`config.mk`:
```
export PLATFORM = sky130hd
export DESIGN_NAME = instr_fetch_unit_flat
export DESIGN_NICKNAME = d
export VERILOG_FILES = /design/src/rtl/instr_fetch_unit_if.sv /design/src/rtl/instr_fetch_unit.sv /design/src/flat_wrapper.sv
export SDC_FILE = /design/constraint.sdc
export NUM_CORES = 1
export LEC_CHECK = 0
export ABC_AREA = 1
export CORE_MARGIN = 1
export CORE_UTILIZATION = 57
export DETAILED_ROUTE_END_ITERATION = 12
export GPL_TIMING_DRIVEN = 0
export PLACE_DENSITY = 0.82
export SLEW_MARGIN = 20
export SYNTH_ARGS = -nofsm -noshare
export SYNTH_HDL_FRONTEND = slang
export SYNTH_SLANG_ARGS = --single-unit
```
`constraint.sdc`:
```
create_clock -name clk -period 5.8 [get_ports clk]
set_input_delay 0.58 -clock clk [delete_from_list [all_inputs] [get_ports clk]]
set_output_delay 0.58 -clock clk [all_outputs]
set_load 0.02 [all_outputs]
```
`src/rtl/instr_fetch_unit_if.sv`:
```
// Fetch unit bus bundle: PC address stream, instruction memory port
// and decode-side valid/ready port.
interface instr_fetch_unit_if #(
   parameter int AW = 8,
   parameter int IW = 32
);
   logic [AW-1:0] addr_in;
   logic          addr_valid;
   logic          addr_ready;
   logic          flush;
   logic          mem_req;
   logic [AW-1:0] mem_addr;
   logic          mem_ack;
   logic [IW-1:0] mem_rdata;
   logic [IW-1:0] instr_out;
   logic [AW-1:0] instr_addr;
   logic          instr_valid;
   logic          instr_ready;
   logic [7:0]    fetch_cnt;

   modport master (
      output addr_in, addr_valid, flush,
      output mem_ack, mem_rdata, instr_ready,
      input  addr_ready, mem_req, mem_addr,
      input  instr_out, instr_addr, instr_valid,
      input  fetch_cnt
   );

   modport slave (
      input  addr_in, addr_valid, flush,
      input  mem_ack, mem_rdata, instr_ready,
      output addr_ready, mem_req, mem_addr,
      output instr_out, instr_addr, instr_valid,
      output fetch_cnt
   );
endinterface

```
`src/rtl/instr_fetch_unit.sv`:
```
// Single-outstanding instruction fetcher with a small output FIFO
// between the PC stream and decode.
module instr_fetch_unit #(
   parameter int AW    = 8,
   parameter int IW    = 32,
   parameter int DEPTH = 2
) (
   input logic           clk,
   input logic           reset,
   instr_fetch_unit_if.slave bus
);
   localparam int PW = (DEPTH > 1) ? $clog2(DEPTH) : 1;
   localparam int CW = $clog2(DEPTH + 1);
   localparam int EW = AW + IW;

   typedef enum logic {IDLE, REQ} state_t;

   state_t        state;
   logic          req;
   logic [AW-1:0] maddr;
   logic          drop;
   logic [7:0]    fcnt;
   logic [IW-1:0] iout;
   logic [AW-1:0] iaddr;

   logic [EW-1:0] mem [DEPTH];
   logic [PW-1:0] rptr, wptr, rptr_n, wptr_n;
   logic [CW-1:0] count, count_n;

   logic          ack, ready, accept, push, pop;
   logic [EW-1:0] entry, head_n;

   function automatic logic [PW-1:0] inc(
      input logic [PW-1:0] p
   );
      return (p == PW'(DEPTH - 1)) ? '0 : p + PW'(1);
   endfunction

   assign ack   = (state == REQ) && bus.mem_ack;
   assign ready = !bus.flush &&
                  ((state == IDLE && count < CW'(DEPTH)) ||
                   (ack && count < CW'(DEPTH - 1)));
   assign accept = bus.addr_valid && ready;
   assign push   = ack && !drop && !bus.flush;
   assign pop    = (count != '0) && bus.instr_ready;
   assign entry  = {maddr, bus.mem_rdata};

   always_comb begin
      rptr_n  = rptr;
      wptr_n  = wptr;
      count_n = count;
      if (bus.flush) begin
         rptr_n  = '0;
         wptr_n  = '0;
         count_n = '0;
      end else begin
         if (pop)  rptr_n = inc(rptr);
         if (push) wptr_n = inc(wptr);
         if (push && !pop) count_n = count + CW'(1);
         if (!push && pop) count_n = count - CW'(1);
      end
   end

   // A push into an empty (or just-drained) FIFO lands on the new head.
   always_comb begin
      head_n = mem[rptr_n];
      if (push && rptr_n == wptr) head_n = entry;
   end

   always_ff @(posedge clk) begin
      if (push) mem[wptr] <= entry;
   end

   always_ff @(posedge clk) begin
      if (!reset) begin
         state <= IDLE;
         req   <= 1'b0;
         maddr <= '0;
         drop  <= 1'b0;
         fcnt  <= '0;
         rptr  <= '0;
         wptr  <= '0;
         count <= '0;
         iout  <= '0;
         iaddr <= '0;
      end else begin
         rptr  <= rptr_n;
         wptr  <= wptr_n;
         count <= count_n;
         if (push) fcnt <= fcnt + 8'd1;
         if (count_n != '0) {iaddr, iout} <= head_n;
         if (ack)
            drop <= 1'b0;
         else if (bus.flush && state == REQ)
            drop <= 1'b1;
         unique case (state)
            IDLE: begin
               if (accept) begin
                  state <= REQ;
                  req   <= 1'b1;
                  maddr <= bus.addr_in;
               end
            end
            REQ: begin
               if (ack) begin
                  if (accept) begin
                     maddr <= bus.addr_in;
                  end else begin
                     state <= IDLE;
                     req   <= 1'b0;
                  end
               end
            end
            default: state <= IDLE;
         endcase
      end
   end

   a_no_overflow: assert property (
      @(posedge clk) disable iff (!reset)
      !(push && count == CW'(DEPTH))
   );

   assign bus.addr_ready  = ready;
   assign bus.mem_req     = req;
   assign bus.mem_addr    = maddr;
   assign bus.instr_out   = iout;
   assign bus.instr_addr  = iaddr;
   assign bus.instr_valid = (count != '0);
   assign bus.fetch_cnt   = fcnt;
endmodule

```
`src/flat_wrapper.sv`:
```
// flat-port wrapper written by rule: the top's interface ports become plain ports
module instr_fetch_unit_flat 
#(
   parameter int AW    = 8,
   parameter int IW    = 32,
   parameter int DEPTH = 2
)
  (clk, reset, bus_addr_in, bus_addr_valid, bus_flush, bus_mem_ack, bus_mem_rdata, bus_instr_ready, bus_addr_ready, bus_mem_req, bus_mem_addr, bus_instr_out, bus_instr_addr, bus_instr_valid, bus_fetch_cnt);
  instr_fetch_unit_if #(.AW(AW), .IW(IW)) bus_i ();
  input logic clk;
  input logic reset;
  input wire logic [$bits(bus_i.addr_in)-1:0] bus_addr_in;
  input wire logic [$bits(bus_i.addr_valid)-1:0] bus_addr_valid;
  input wire logic [$bits(bus_i.flush)-1:0] bus_flush;
  input wire logic [$bits(bus_i.mem_ack)-1:0] bus_mem_ack;
  input wire logic [$bits(bus_i.mem_rdata)-1:0] bus_mem_rdata;
  input wire logic [$bits(bus_i.instr_ready)-1:0] bus_instr_ready;
  output wire logic [$bits(bus_i.addr_ready)-1:0] bus_addr_ready;
  output wire logic [$bits(bus_i.mem_req)-1:0] bus_mem_req;
  output wire logic [$bits(bus_i.mem_addr)-1:0] bus_mem_addr;
  output wire logic [$bits(bus_i.instr_out)-1:0] bus_instr_out;
  output wire logic [$bits(bus_i.instr_addr)-1:0] bus_instr_addr;
  output wire logic [$bits(bus_i.instr_valid)-1:0] bus_instr_valid;
  output wire logic [$bits(bus_i.fetch_cnt)-1:0] bus_fetch_cnt;
  assign bus_i.addr_in = bus_addr_in;
  assign bus_i.addr_valid = bus_addr_valid;
  assign bus_i.flush = bus_flush;
  assign bus_i.mem_ack = bus_mem_ack;
  assign bus_i.mem_rdata = bus_mem_rdata;
  assign bus_i.instr_ready = bus_instr_ready;
  assign bus_addr_ready = bus_i.addr_ready;
  assign bus_mem_req = bus_i.mem_req;
  assign bus_mem_addr = bus_i.mem_addr;
  assign bus_instr_out = bus_i.instr_out;
  assign bus_instr_addr = bus_i.instr_addr;
  assign bus_instr_valid = bus_i.instr_valid;
  assign bus_fetch_cnt = bus_i.fetch_cnt;
  instr_fetch_unit #(.AW(AW), .IW(IW), .DEPTH(DEPTH)) u_core (.clk(clk), .reset(reset), .bus(bus_i));
endmodule
```
==> metrics.md <==
| Metric | Value |
|---|---|
| Post-DP HPWL | roughly 11,000 µm |
| Synth top area share | 37.9% |
| PD cells | 288 mW/mm² |
| Drt total wl | ~16,000 µm |
| Postcts setup bufs | 0 |
| GRT overflow | 0 |
| Post-DRT Antenna Nets | 0 |
| Die ar. | between 0.01 and 0.015 mm² |
| Clock tree from TritonCTS | yes |
| FF+latch count, synth | 143 |
| Slew margin rel. | ~49% |
| Final TNS setup | 0 ps |
| Final setup fails | 0 |
| Die height | 108 µm |
| Critical path startpoint category | register |
| Skew final | around 10 ps |
| Most area-consuming cells after synthesis | edfxtp_1, dfxtp_1, nand2_1 |
| Antenna violations before repair | 0 |
| WL per Instance | 15.8 µm |
| Hold WC Path Type | input port to register |
| Iteration-0 DRC Markers | around 420 |
| # port buffers | between 100 and 150 |
| Clock latency on the worst-skew pair | roughly 530 ps |
| Sequential-to-total area share from yosys stat | 57.7% |
| Final period util | between 50% and 60% |
| Distinct cells, synth | 29 |
| Max IR drop VDD | 0.191 mV |
| Vias in the first global route | around 5,600 |
| Leakage | about 0.0035 µW |
| First-pass GRT wire length | about 26,000 µm |
| Most common library cell in the layout ignoring fill and taps | nand2_1 |
| # fillers | 756 |
| WS Path Type | register to output pin |
| Required @ worst endpoint | approximately 5200 ps |
| Layout cell share with drive strength beyond 1 | under 10% |
| Vias per std cell | around 5.5 |
| Placed Instances | ~990 |
| Register area | 0.00366 mm² |
| Max-cap violations | 0 |
| Post-CTS Hold Buffers | 0 |
| Clock Pin Slew Worst Setup and Hold Paths | about 60 ps |
| Residual DRC | 0 |
| Non-filler cells, final | 1,022 |
| Setup crit end kind | output pin |
| Fmax | about 330 MHz |
| Clock tree buffer depth | 2 |
| Min Tclk post-route | between 3000 and 4000 ps |
| Largest net degree at the start of global routing | 23 |
| First-pass iteration count of the detailed router | 5 |
| Crit-path max FO | 9 |
| Post-synthesis cell count | approximately 750 |
| Initial core utilization | around three fifths |
| I/O pins | about 110 |
| Die Wd | around 110 µm |
| Vias post-DR | around 5,600 |
| Core Area | about 0.011 mm² |
| Std cell rows | 38 |
| Cts bufs inserted | 17 |
| Worst slew pin tran | 765 ps |
| Post-Synthesis Mean Instance Area | 8.51 µm² |
| Clock sink count | 143 |
| Hold Violations, Final | 0 |
| Net Count, Synth | roughly 790 |
| Total track usage | ~30% |
| RSZ-0062 raised after global routing | false |
| Placer congestion estimate | 0.821 |
| Status | finished clean |
| Pins Over Slew Limit | 0 |
| Netlist Area Pre-Place | about 0.0063 mm² |
| Final net count | 918 |
| Synth warn | 0 |
| Number of diodes | 0 |
| Syn-to-layout area delta | 29.0% |
| Resized cells post-CTS | 0 |
| Multi-input gate area | between 0.002 and 0.0025 mm² |
| H-tree lvl count | 4 |
| Clock root buffer master | clkbuf_8 |
| Cell taking the most area after synthesis | edfxtp_1 |
| CP arrival | roughly 2500 ps |
| Commonest non-fill, non-tap cells in the layout | nand2_1, clkdlybuf4s50_1, inv_1, nor2_1, edfxtp_1 |
[logic make-up (layout without fill, tap and decap cells)]
family | Yosys count | count (layout) | synth area share (%)
xor gates and xnor gates | 2 | 2 | 0.276
AOI/OAI and AO/OA | 63 | 63 | 5.03
and+or+nand+nor | 392 | 392 | 27.1
DFF | 143 | 143 | 57.7
buffers and inverters | 144 | 280 | 9.52
adders and majority gates | 2 | 2 | 0.394
[worst max-delay path, stage by stage, from the launching register on]
cell,delay [ps]
dfxtp_1,310
inv_1,110
ha_1,190
inv_2,70
o22ai_1,180
inv_1,90
nor2_2,320
clkdlybuf4s50_1,680
[where the power goes]
part,internal [µW],leakage (µW),switching [µW]
logic,105,0.00201,128
registers,1100,0.00122,16.7
clock network,620,0.000275,387
total,1820,0.00351,532
[routing by layer]
metal  vias up  part of all wire, %  routed length [µm]  track usage (%)
li1       2670                    -                   -                -
met1      2641                   40                6520             36.1
met2       249                   51                8260             50.3
met3        40                  6.8                1100             6.78
met4         0                  1.7                 271             12.0
met5         -                    0                   0                0
[synth_stat cells (all sizes together)]
cell	number
dfxtp	63
nor4	1
o21a	1
nand2	184
clkbuf	16
buf	29
nor3b	2
inv	97
nor2	98
nor3	3
clkinv	2
o21ai	45
edfxtp	80
o22ai	1
nand3	61
nand4	43
a21oi	16
xor2	2
ha	2
[sequential cells by signal, indices dropped and copies added (netlist names)]
register,count
u_core.bus.mem_addr,8
u_core.bus.mem_req,1
u_core.mem,80
u_core.wptr,1
u_core.state,1
u_core.count,2
u_core.bus.instr_addr,8
u_core.bus.fetch_cnt,8
u_core.bus.instr_out,32
u_core.rptr,1
u_core.drop,1
[path summary, 6_finish.rpt]
kind                                            endpoint  slack [ps]               startpoint  depth (start not counted)
worst max-delay path                      bus_addr_ready        2740          u_core.count[0]                          7
worst min register to register   u_core.bus.fetch_cnt[7]         530  u_core.bus.fetch_cnt[7]                          2
worst max register to register  u_core.bus.instr_addr[0]        3470          u_core.count[0]                         13
worst min-delay path              u_core.bus.mem_addr[2]         520           bus_addr_valid                          3
[metrics by stage]
step / util, % / setup WS, ps / instance area, µm² / power, µW / hold slack (ps)
after floorplan: - / 2720 / 6350 / 1250 / 482
after global placement: 69.6 / 1050 / 7540 / 1350 / 450
after detailed placement: 70.5 / 2890 / 7640 / 1360 / 474
after CTS: 75.5 / 2750 / 8190 / 2360 / 495
after global routing: 75.5 / 2610 / 8190 / 2430 / 523
final: 75.5 / 2740 / 8190 / 2350 / 520
[area by class of cell]
cell class / count / share of cell area [%]
Multi-Input combinational cell: 459 / 25.6
Sequential cell: 143 / 44.7
Clock buffer: 24 / 6.00
Buffer: 45 / 2.83
Tap cell: 140 / 2.14
Inverter: 99 / 4.55
Timing Repair Buffer: 105 / 13.5
Clock inverter: 7 / 0.703
Note: power is estimated with default switching activity, not from simulation.
